File: config.mk
export PLATFORM = sky130hd
export DESIGN_NAME = irq_controller
export DESIGN_NICKNAME = d
export VERILOG_FILES = /design/src/rtl/irq_pkg.sv /design/src/rtl/irq_controller_prio_enc.sv /design/src/rtl/irq_controller.sv
export SDC_FILE = /design/constraint.sdc
export NUM_CORES = 1
export LEC_CHECK = 0
export ABC_AREA = 1
export ABC_CLOCK_PERIOD_IN_PS = 5750
export BUFFER_PORTS_ARGS = -buffer_cell sky130_fd_sc_hd__clkbuf_2
export CORE_MARGIN = 5
export CORE_UTILIZATION = 46
export CTS_CLUSTER_DIAMETER = 150
export DETAILED_ROUTE_END_ITERATION = 8
export HOLD_SLACK_MARGIN = 0.05
export PLACE_DENSITY = 0.93
export SETUP_SLACK_MARGIN = 0.02
export SYNTH_ARGS = -nofsm -noshare
export SYNTH_HDL_FRONTEND = slang
export SYNTH_HIERARCHICAL = 1
export SYNTH_SLANG_ARGS = --single-unit
File: constraint.sdc
create_clock -name i_clk -period 5.75 [get_ports i_clk]
set_input_delay 1.4375 -clock i_clk [delete_from_list [all_inputs] [get_ports i_clk]]
set_output_delay 1.4375 -clock i_clk [all_outputs]
set_load 0.05 [all_outputs]
File: src/rtl/irq_pkg.sv
// Shared sizing constants for the priority interrupt controller and its encoder.
package irq_pkg;
   localparam int MAX_SOURCES = 16;
   localparam int VEC_W       = 4;
   localparam int CTRL_GIE    = 0;
   localparam int STRB_W      = 2;
   localparam int BYTE_W      = 8;
endpackage

File: src/rtl/irq_controller_prio_enc.sv
// Lowest-set-bit priority encoder: bit 0 wins; o_found is low when the input is empty.
module prio_enc
   import irq_pkg::*;
#(
   parameter int WIDTH = 8
) (
   input  logic [WIDTH-1:0] i_vec,
   output logic [VEC_W-1:0] o_idx,
   output logic             o_found
);

   // NOTE: every always_comb output gets a default first so no path leaves it unassigned (no latch).
   always_comb begin
      o_idx   = '0;
      o_found = 1'b0;
      // Scan downward so the last hit written is the lowest index.
      for (int i = WIDTH - 1; i >= 0; i--) begin
         if (i_vec[i]) begin
            o_idx   = VEC_W'(i);
            o_found = 1'b1;
         end
      end
   end

endmodule

File: src/rtl/irq_controller.sv
// Priority interrupt controller: latches event pulses as pending requests and raises one
// level request with a vector, letting only a strictly higher-priority source preempt.
module irq_controller
   import irq_pkg::*;
#(
   parameter int NUM_SOURCES = 8
) (
   input  logic                   i_clk,
   input  logic                   i_reset,
   input  logic [NUM_SOURCES-1:0] i_src,
   input  logic [15:0]            i_enable_in,
   input  logic [STRB_W-1:0]      i_enable_write,
   input  logic [15:0]            i_pending_clear_in,
   input  logic [STRB_W-1:0]      i_pending_clear_write,
   input  logic [7:0]             i_ctrl_in,
   input  logic                   i_ctrl_write,
   input  logic                   i_eoi_write,
   input  logic                   i_irq_ack,
   output logic [15:0]            o_enable_out,
   output logic [15:0]            o_pending_out,
   output logic [15:0]            o_in_service_out,
   output logic [7:0]             o_ctrl_out,
   output logic                   o_irq_out,
   output logic [VEC_W-1:0]       o_vector_out
);

   logic [NUM_SOURCES-1:0] r_pending;
   logic [NUM_SOURCES-1:0] r_enable;
   logic [NUM_SOURCES-1:0] r_in_service;
   logic [7:0]             r_ctrl;

   logic [NUM_SOURCES-1:0] w_cand;
   logic [NUM_SOURCES-1:0] w_clr;
   logic [NUM_SOURCES-1:0] w_ack_hot;
   logic [NUM_SOURCES-1:0] w_eoi_hot;
   logic [VEC_W-1:0]       w_win;
   logic [VEC_W-1:0]       w_isv;
   logic                   w_cand_found;
   logic                   w_isv_found;
   logic                   w_irq;
   logic                   w_ack;
   logic                   w_unused;

   // Register bits that do not exist for narrow configurations are simply ignored.
   assign w_unused = ^{i_enable_in, i_pending_clear_in, i_enable_write, i_pending_clear_write};

   assign w_cand = r_pending & r_enable;

   prio_enc #(.WIDTH(NUM_SOURCES)) u_win_enc (
      .i_vec   (w_cand),
      .o_idx   (w_win),
      .o_found (w_cand_found)
   );

   prio_enc #(.WIDTH(NUM_SOURCES)) u_isv_enc (
      .i_vec   (r_in_service),
      .o_idx   (w_isv),
      .o_found (w_isv_found)
   );

   always_comb begin
      o_enable_out     = '0;
      o_pending_out    = '0;
      o_in_service_out = '0;
      o_enable_out[NUM_SOURCES-1:0]     = r_enable;
      o_pending_out[NUM_SOURCES-1:0]    = r_pending;
      o_in_service_out[NUM_SOURCES-1:0] = r_in_service;
      o_ctrl_out = r_ctrl;

      // An empty in-service set behaves as level NUM_SOURCES, below every real source.
      w_irq        = r_ctrl[CTRL_GIE] && w_cand_found && (!w_isv_found || (w_win < w_isv));
      o_irq_out    = w_irq;
      o_vector_out = w_irq ? w_win : '0;

      w_ack     = i_irq_ack && w_irq;
      w_ack_hot = w_ack ? (NUM_SOURCES'(1) << w_win) : '0;
      w_eoi_hot = (i_eoi_write && w_isv_found) ? (NUM_SOURCES'(1) << w_isv) : '0;

      w_clr = '0;
      for (int i = 0; i < NUM_SOURCES; i++) begin
         w_clr[i] = i_pending_clear_write[i / BYTE_W] & i_pending_clear_in[i];
      end
   end

   // NOTE: state registers use non-blocking assignments so every update sees pre-edge values.
   always_ff @(posedge i_clk) begin
      if (!i_reset) begin
         r_pending    <= '0;
         r_enable     <= '0;
         r_in_service <= '0;
         r_ctrl       <= '0;
      end else begin
         // New pulses are OR-ed in last so a same-cycle clear never loses an event.
         r_pending    <= (r_pending & ~w_clr & ~w_ack_hot) | i_src;
         r_in_service <= (r_in_service & ~w_eoi_hot) | w_ack_hot;
         if (i_ctrl_write) begin
            r_ctrl <= i_ctrl_in;
         end
         for (int i = 0; i < NUM_SOURCES; i++) begin
            if (i_enable_write[i / BYTE_W]) begin
               r_enable[i] <= i_enable_in[i];
            end
         end
      end
   end

endmodule

==> impl_metrics.tcl, run 1 <==
set metrics [dict create \
    status "completed" \
    netlist_area_um2 1860 \
    ys_seq_elements 32 \
    finalPower_uw 585 \
    crit_buf_inv 2 \
    period_needed_ns 4.07 \
    vias 1952 \
    clock_skew_ns 0.00871 \
    rows 23 \
    p_sw_share_pct 37.6 \
    numCtsBuffers 5 \
    place_inst 400 \
    tightest_slew_ns 0.916 \
    grt_max_degree 18 \
    p_leak_uw 0.00125 \
    grt_pass1_wl_um 7530 \
    ioPinCount 118 \
    maxSlewViolCount 0 \
    routed_wl_um 4840 \
    cp_data_required_time_ns 4.31 \
    clk_latency_ns 0.29 \
    hold_class "register to register" \
    dp_slack_ns 2.12 \
    post_cts_resized 0 \
    core_um2 3970 \
    start_util_pct 46.9 \
    wl_per_cell_um 11.9 \
    switchingPower_uw 220 \
    synth_cells 282 \
    cpLargestDelayFamily "simple AND/OR/NAND/NOR gates" \
    irDropWorstVdd_uv 251 \
    ant_nets 0 \
    io_buffers 74 \
    n_antenna_cell 0 \
    cts_buffer_depth 2 \
    cts_root_buffer "clkbuf_8" \
    vias_per_cell 4.78 \
    fin_nets 417 \
    cp.depth 14 \
    max_cap_violations 0 \
    critPathSlowestCell "dfxtp_1" \
    crit_path_end_kind "output pin" \
    seq_power_share_pct 41.5 \
    clock_sinks 32 \
    rsz0062_at_grt "no" \
    setup_ws_ns 1.68 \
    path_cells "nand2_1 > inv_1 > or2_1 > nand3_1 > a31oi_1 > ha_1 > nand2_1 > nand2_1 > nand2_1 > nand2_2 > nand2_4 > nand2_1 > nor2_1 > clkbuf_2" \
    synth.distinct_cells 22 \
    layout_common_cells "74 x clkbuf_2, 47 x nand2_1, 46 x inv_1, 46 x nor2_1, 32 x dfxtp_1" \
    gp_congestion 0.828 \
    critPathArrivalTime_ns 2.64 \
    die_w_um 73.6 \
    clk_pin_slew_worst_paths_ns 0.07 \
    start_kind "register" \
    cp_common_cell "nand2_1" \
    holdBufCountCts 0 \
    final-seq-area_um2 641 \
    areaGrowthSynthToFinish_pct 21.8 \
    dp_hpwl_um 3860 \
    power.density_nw_per_um2 258 \
    p_clk_share_pct 30.1 \
    maxSlewHeadroom_pct 38.7 \
    hold_viol 0 \
    antenna_found_initial 0 \
    grtUsageTotal_pct 17.7 \
    htree_num_levels 2 \
    ys_warn_count 6 \
    post-route-drc-count 0 \
    cp_max_fo 9 \
    layout_commonest_cell "clkbuf_2" \
    yosysSeqAreaShare_pct 34.4 \
    dieHeight_um 73.6 \
    period_share_pct 70.8 \
    reg2reg_depth 14 \
    combPwrFrac_pct 28.3 \
    fmax_ghz 0.245 \
    initialDrtViolationCount 77 \
    critPathKind "register to output pin" \
    n_fill_cell 364 \
    fin_cells 408 \
    die_area_um2 5420 \
    overflow 0 \
    finalCoreUtilization_pct 57.1 \
    timing.setup.tns_ns 0 \
    setup_viol 0 \
    post_cts_buffers 0 \
    drtPass1Iterations 5 \
    max_stage_delay_ns 0.39 \
    multi_input_area_um2 922 \
    internal_power_uw 366 \
    grt_pass1_vias 1786 \
    drive_above_1_share_pct 25.4 \
    cts_tree "done" \
    synth.avg_cell_area_um2 6.61 \
    hold_path_depth 2 \
]
-- Yosys cell counts --
master	n	area, µm²
buf_4	26	195
ha_1	3	37.5
or2_1	2	12.5
clkbuf_1	2	7.51
a21boi_0	8	60.1
nor3_2	2	20.0
o21ai_0	24	120
a31oi_1	2	12.5
inv_2	1	3.75
nor2_1	46	173
nand2_2	2	12.5
dfxtp_1	32	641
clkinv_1	1	3.75
a21oi_2	3	26.3
a21oi_1	16	80.1
conb_1	3	11.3
inv_1	46	173
nand4_1	10	62.6
nand2_1	47	176
nand3_1	4	20.0
buf_1	1	3.75
nand2_4	1	11.3
-- path summary, 6_finish.rpt --
check | from | endpoint | slack (ns)
worst max-delay path | r_pending[6] | o_vector_out[2] | 1.68
worst min-delay path | o_ctrl_out[6] | o_ctrl_out[6] | 0.51
worst max register to register | r_pending[6] | r_pending[3] | 3.52
worst min register to register | o_ctrl_out[6] | o_ctrl_out[6] | 0.51
-- flip-flops by register name (all words and copies together), names as in the netlist --
| name | cells |
|---|---|
| r_in_service | 8 |
| r_enable | 8 |
| r_pending | 8 |
| o_ctrl_out | 8 |
-- per-stage QoR --
step                area (µm²)  hold slack (ns)
finish                    2270            0.506
global route              2270            0.534
CTS                       2270            0.508
detailed placement        2180            0.493
floorplan                 1950            0.722
global placement          2180            0.477
-- power by group through the flow --
| stage | clock, µW | sequential [µW] | combinational [µW] |
|---|---|---|---|
| finish | 176 | 243 | 166 |
| global route | 190 | 244 | 178 |
| CTS | 179 | 243 | 165 |
| detailed placement | 0 | 248 | 164 |
| global placement | 0 | 247 | 161 |
| floorplan | 0 | 287 | 99.3 |
-- cell type report --
cell class | instances | share of cell area (%)
clock inverter | 2 | 0.441
sequential | 32 | 28.2
tap | 50 | 2.76
clock buffer | 6 | 3.64
inverter | 48 | 7.94
timing repair buffer | 74 | 16.3
multi-input combinational | 196 | 40.7
-- worst min-delay path: cells and delay by family (launching register included) --
| family | cells | cell delay, ns |
|---|---|---|
| AND/OR/NAND/NOR | 1 | 0.07 |
| flip-flops | 1 | 0.33 |
| AO/OA/AOI/OAI | 1 | 0.07 |
-- cell families (layout without fill, tap and decap cells) --
group,count (synthesis),after routing,share of synthesized area (%)
buf+inv,77,130,20.8
compound gates,53,53,16.1
other cells,3,26,0.604
fa+ha+maj,3,3,2.01
flops,32,32,34.4
simple gates,114,114,26.2
-- routing by layer --
metal,GRT usage [%],share of wire (%),vias up
met5,0,0,-
li1,-,-,980
met1,21.0,41,857
met2,30.1,47,108
met4,7.04,1.8,0
met3,4.65,10,7
Power figures use the tool's default switching activity.
==> run 2, diff against run 1 <==
- ABC_CLOCK_PERIOD_IN_PS: 5750 -> 3700
- CORE_UTILIZATION: 46 -> 38
- PLACE_DENSITY: 0.93 -> 0.83
- clock period: 5.75 -> 3.7 ns (I/O delays scaled with it)
==> impl_metrics.tcl, run 2 (synthesized netlist as in run 1, its figures left out) <==
set metrics [dict create \
    dp_hpwl_um 3820 \
    clk_pin_slew_worst_paths_ns 0.06 \
    clk_latency_ns 0.27 \
    antenna_found_initial 0 \
    layout_commonest_cell "clkbuf_2" \
    critPathKind "register to output pin" \
    grt_max_degree 18 \
    setup_viol 0 \
    grtUsageTotal_pct 14.2 \
    clock_sinks 32 \
    max_cap_violations 0 \
    hold_viol 0 \
    dieHeight_um 80.0 \
    start_util_pct 39.2 \
    areaGrowthSynthToFinish_pct 23.4 \
    start_kind "register" \
    finalCoreUtilization_pct 48.4 \
    htree_num_levels 2 \
    wl_per_cell_um 10.8 \
    cts_tree "done" \
    drtPass1Iterations 4 \
    vias_per_cell 4.37 \
    ant_nets 0 \
    rows 25 \
    cts_root_buffer "clkbuf_8" \
    core_um2 4750 \
    period_share_pct 90.1 \
    p_leak_uw 0.00125 \
    tightest_slew_ns 0.904 \
    n_antenna_cell 0 \
    overflow 0 \
    fmax_ghz 0.300 \
    vias 1851 \
    maxSlewViolCount 0 \
    post-route-drc-count 0 \
    grt_pass1_wl_um 7410 \
    drive_above_1_share_pct 25.5 \
    die_w_um 80.0 \
    n_fill_cell 496 \
    ioPinCount 118 \
    clock_skew_ns 0.00218 \
    crit_path_end_kind "output pin" \
    period_needed_ns 3.33 \
    rsz0062_at_grt "no" \
    setup_ws_ns 0.366 \
    cp_data_required_time_ns 2.77 \
    hold_class "register to register" \
    numCtsBuffers 5 \
    dp_slack_ns 0.588 \
    cts_buffer_depth 2 \
    die_area_um2 6400 \
    maxSlewHeadroom_pct 39.5 \
    critPathArrivalTime_ns 2.41 \
    timing.setup.tns_ns 0 \
    cp_max_fo 9 \
    gp_congestion 0.818 \
    initialDrtViolationCount 87 \
    routed_wl_um 4580 \
    io_buffers 74 \
    status "completed" \
    grt_pass1_vias 1737 \
    fin_nets 417 \
    layout_common_cells "74 x clkbuf_2, 47 x nand2_1, 46 x inv_1, 46 x nor2_1, 32 x dfxtp_1" \
    irDropWorstVdd_uv 254 \
    power.density_nw_per_um2 396 \
]
==> run 2: cell count changes in the layout (fill, tap and decap cells not counted) <==
cell      delta
clkbuf_8     +1
clkinv_2     -2
a31oi_1      -1
a31oi_2      +1
==> run 2: path summary, 6_finish.rpt <==
path	slack, ns	to	startpoint	depth (start not counted)
max reg2reg	1.64	r_pending[4]	r_pending[6]	14
min reg2reg	0.50	o_ctrl_out[4]	o_ctrl_out[4]	2
min	0.50	o_ctrl_out[4]	o_ctrl_out[4]	2
max	0.37	o_vector_out[0]	r_pending[6]	14
==> run 2: cell type report <==
cell class / count / area [µm²] / area share (%)
Multi-Input combinational cell: 196 / 928 / 40.4
Sequential cell: 32 / 641 / 27.9
Timing Repair Buffer: 74 / 370 / 16.1
Inverter: 48 / 180 / 7.83
Clock buffer: 7 / 96.3 / 4.19
Tap cell: 67 / 83.8 / 3.65
==> run 2: power by group <==
group	switching (µW)	internal (µW)
registers	13.9	364
clock network	112	165
logic	199	56.9
total	325	586
==> run 2: worst max-delay path, cell delays in order, from the launching register on <==
cell	delay [ns]
dfxtp_1	0.38
nand2_1	0.07
inv_1	0.06
or2_1	0.13
nand3_1	0.10
a31oi_2	0.25
ha_1	0.28
nand2_1	0.07
nand2_1	0.04
nand2_1	0.07
nand2_2	0.06
nand2_4	0.10
nand2_1	0.13
nor2_1	0.12
clkbuf_2	0.28
==> run 2: repair_timing <==
action,4_1_cts,5_1_grt
buffers inserted,0,0
hold buffers,0,0
gates resized for setup,0,1
endpoints found under the setup margin,0,1
==> run 2: per-stage QoR <==
step	instance area, µm²	power, µW	cells	hold slack [ns]
after floorplan	1950	601	305	0.722
after global placement	2200	635	417	0.478
after detailed placement	2200	638	417	0.489
after CTS	2290	921	424	0.506
after global routing	2300	968	424	0.540
final	2300	911	424	0.500
==> run 2: layer usage <==
layer / track usage (%) / up-vias / part of all wire, % / wire length, µm
li1: - / 982 / - / -
met1: 18.2 / 793 / 44 / 2030
met2: 23.1 / 70 / 46 / 2090
met3: 4.29 / 6 / 8.6 / 394
met4: 4.05 / 0 / 1.2 / 53
met5: 0 / - / 0 / 0
==> run 3, diff against run 2 <==
==> constraint.sdc (replaced) <==
create_clock -name i_clk -period 3.7 [get_ports i_clk]
set_input_delay 0.74 -clock i_clk [delete_from_list [all_inputs] [get_ports i_clk]]
set_output_delay 0.74 -clock i_clk [all_outputs]
set_load 0.05 [all_outputs]
==> impl_metrics.tcl, run 3 (synthesized netlist as in run 1, its figures left out) <==
set metrics [dict create \
    hold_class "register to register" \
    clk_latency_ns 0.27 \
    maxSlewHeadroom_pct 39.5 \
    ant_nets 0 \
    critPathKind "register to output pin" \
    layout_commonest_cell "clkbuf_2" \
    combPwrFrac_pct 28.1 \
    grtUsageTotal_pct 14.2 \
    cts_root_buffer "clkbuf_8" \
    die_area_um2 6400 \
    grt_pass1_vias 1737 \
    clk_pin_slew_worst_paths_ns 0.06 \
    n_antenna_cell 0 \
    irDropWorstVdd_uv 254 \
    period_share_pct 87.4 \
    core_um2 4750 \
    start_kind "register" \
    setup_viol 0 \
    gp_congestion 0.818 \
    cts_tree "done" \
    drtPass1Iterations 4 \
    drive_above_1_share_pct 25.2 \
    p_leak_uw 0.00125 \
    hold_viol 0 \
    fmax_ghz 0.309 \
    numCtsBuffers 5 \
    critPathArrivalTime_ns 2.49 \
    post_cts_resized 0 \
    layout_common_cells "74 x clkbuf_2, 47 x nand2_1, 46 x inv_1, 46 x nor2_1, 32 x dfxtp_1" \
    die_w_um 80.0 \
    cp_data_required_time_ns 2.96 \
    htree_num_levels 2 \
    dp_hpwl_um 3820 \
    vias 1854 \
    internal_power_uw 585 \
    rsz0062_at_grt "no" \
    initialDrtViolationCount 98 \
    clock_sinks 32 \
    seq_power_share_pct 41.5 \
    post_cts_buffers 0 \
    fin_nets 417 \
    ioPinCount 118 \
    antenna_found_initial 0 \
    wl_per_cell_um 10.7 \
    rows 25 \
    overflow 0 \
    grt_pass1_wl_um 7410 \
    design_area_um2 2290 \
    start_util_pct 39.2 \
    areaGrowthSynthToFinish_pct 23.1 \
    tightest_slew_ns 0.904 \
    period_needed_ns 3.23 \
    cts_buffer_depth 2 \
    clock_skew_ns 0.00217 \
    holdBufCountCts 0 \
    power.density_nw_per_um2 397 \
    r2r_setup_slack_ns 1.56 \
    p_clk_share_pct 30.5 \
    switchingPower_uw 325 \
    maxSlewViolCount 0 \
    p_sw_share_pct 35.7 \
    cp_max_fo 9 \
    status "completed" \
    io_buffers 74 \
    dpl_cell_area_um2 2200 \
    n_fill_cell 494 \
    crit_path_end_kind "output pin" \
    routed_wl_um 4560 \
    grt_max_degree 18 \
    dieHeight_um 80.0 \
    post-route-drc-count 0 \
    vias_per_cell 4.37 \
    max_cap_violations 0 \
    timing.setup.tns_ns 0 \
]
## run 3: cell counts in the layout (fill, tap and decap cells not counted)
Identical to the previous run, type by type.
## run 3: worst paths after layout
check                                   start               to  cells after the start
worst max-delay path             r_pending[6]  o_vector_out[0]                     14
worst min-delay path            o_ctrl_out[4]    o_ctrl_out[4]                      2
worst max register to register   r_pending[6]     r_pending[4]                     14
worst min register to register  o_ctrl_out[4]    o_ctrl_out[4]                      2
## run 3: critical path, stage by stage, from the launching register on
cell	delay [ns]
dfxtp_1	0.38
nand2_1	0.07
inv_1	0.06
or2_1	0.13
nand3_1	0.08
a31oi_1	0.32
ha_1	0.30
nand2_1	0.07
nand2_1	0.04
nand2_1	0.07
nand2_2	0.06
nand2_4	0.10
nand2_1	0.13
nor2_1	0.12
clkbuf_2	0.28
## run 3: area by class of cell
cell class / count / area, µm² / share of cell area [%]
clock buffers: 7 / 96.3 / 4.20
inverters: 48 / 180 / 7.86
multi-input cells: 196 / 922 / 40.2
flip-flops and latches: 32 / 641 / 27.9
well taps: 67 / 83.8 / 3.66
repair buffers: 74 / 370 / 16.1
## run 3: per-layer routing
| metal | share of wire (%) | track usage (%) | wire [µm] | vias to the layer above |
|---|---|---|---|---|
| met5 | 0 | 0 | 0 | - |
| met4 | 1.2 | 4.05 | 53 | 0 |
| met3 | 9.1 | 4.29 | 416 | 6 |
| met2 | 46 | 23.1 | 2080 | 72 |
| met1 | 44 | 18.2 | 2010 | 795 |
| li1 | - | - | - | 981 |
## run 3: power groups by stage
stage	Clock [µW]	Combinational (µW)	Sequential (µW)
floorplan	0	154	446
global placement	0	250	385
detailed placement	0	253	385
CTS	290	254	378
global route	311	275	380
finish	278	256	378
## run 3: stage by stage
step / hold WS [ns] / total power [µW] / instances / worst slack (ns) / util, %
after floorplan: 0.722 / 601 / 305 / 0.401 / -
after global placement: 0.478 / 635 / 417 / 0.806 / 46.2
after detailed placement: 0.489 / 638 / 417 / 0.773 / 46.2
after CTS: 0.506 / 921 / 424 / 0.458 / 48.2
after global routing: 0.540 / 967 / 424 / 0.203 / 48.2
final: 0.500 / 911 / 424 / 0.467 / 48.2
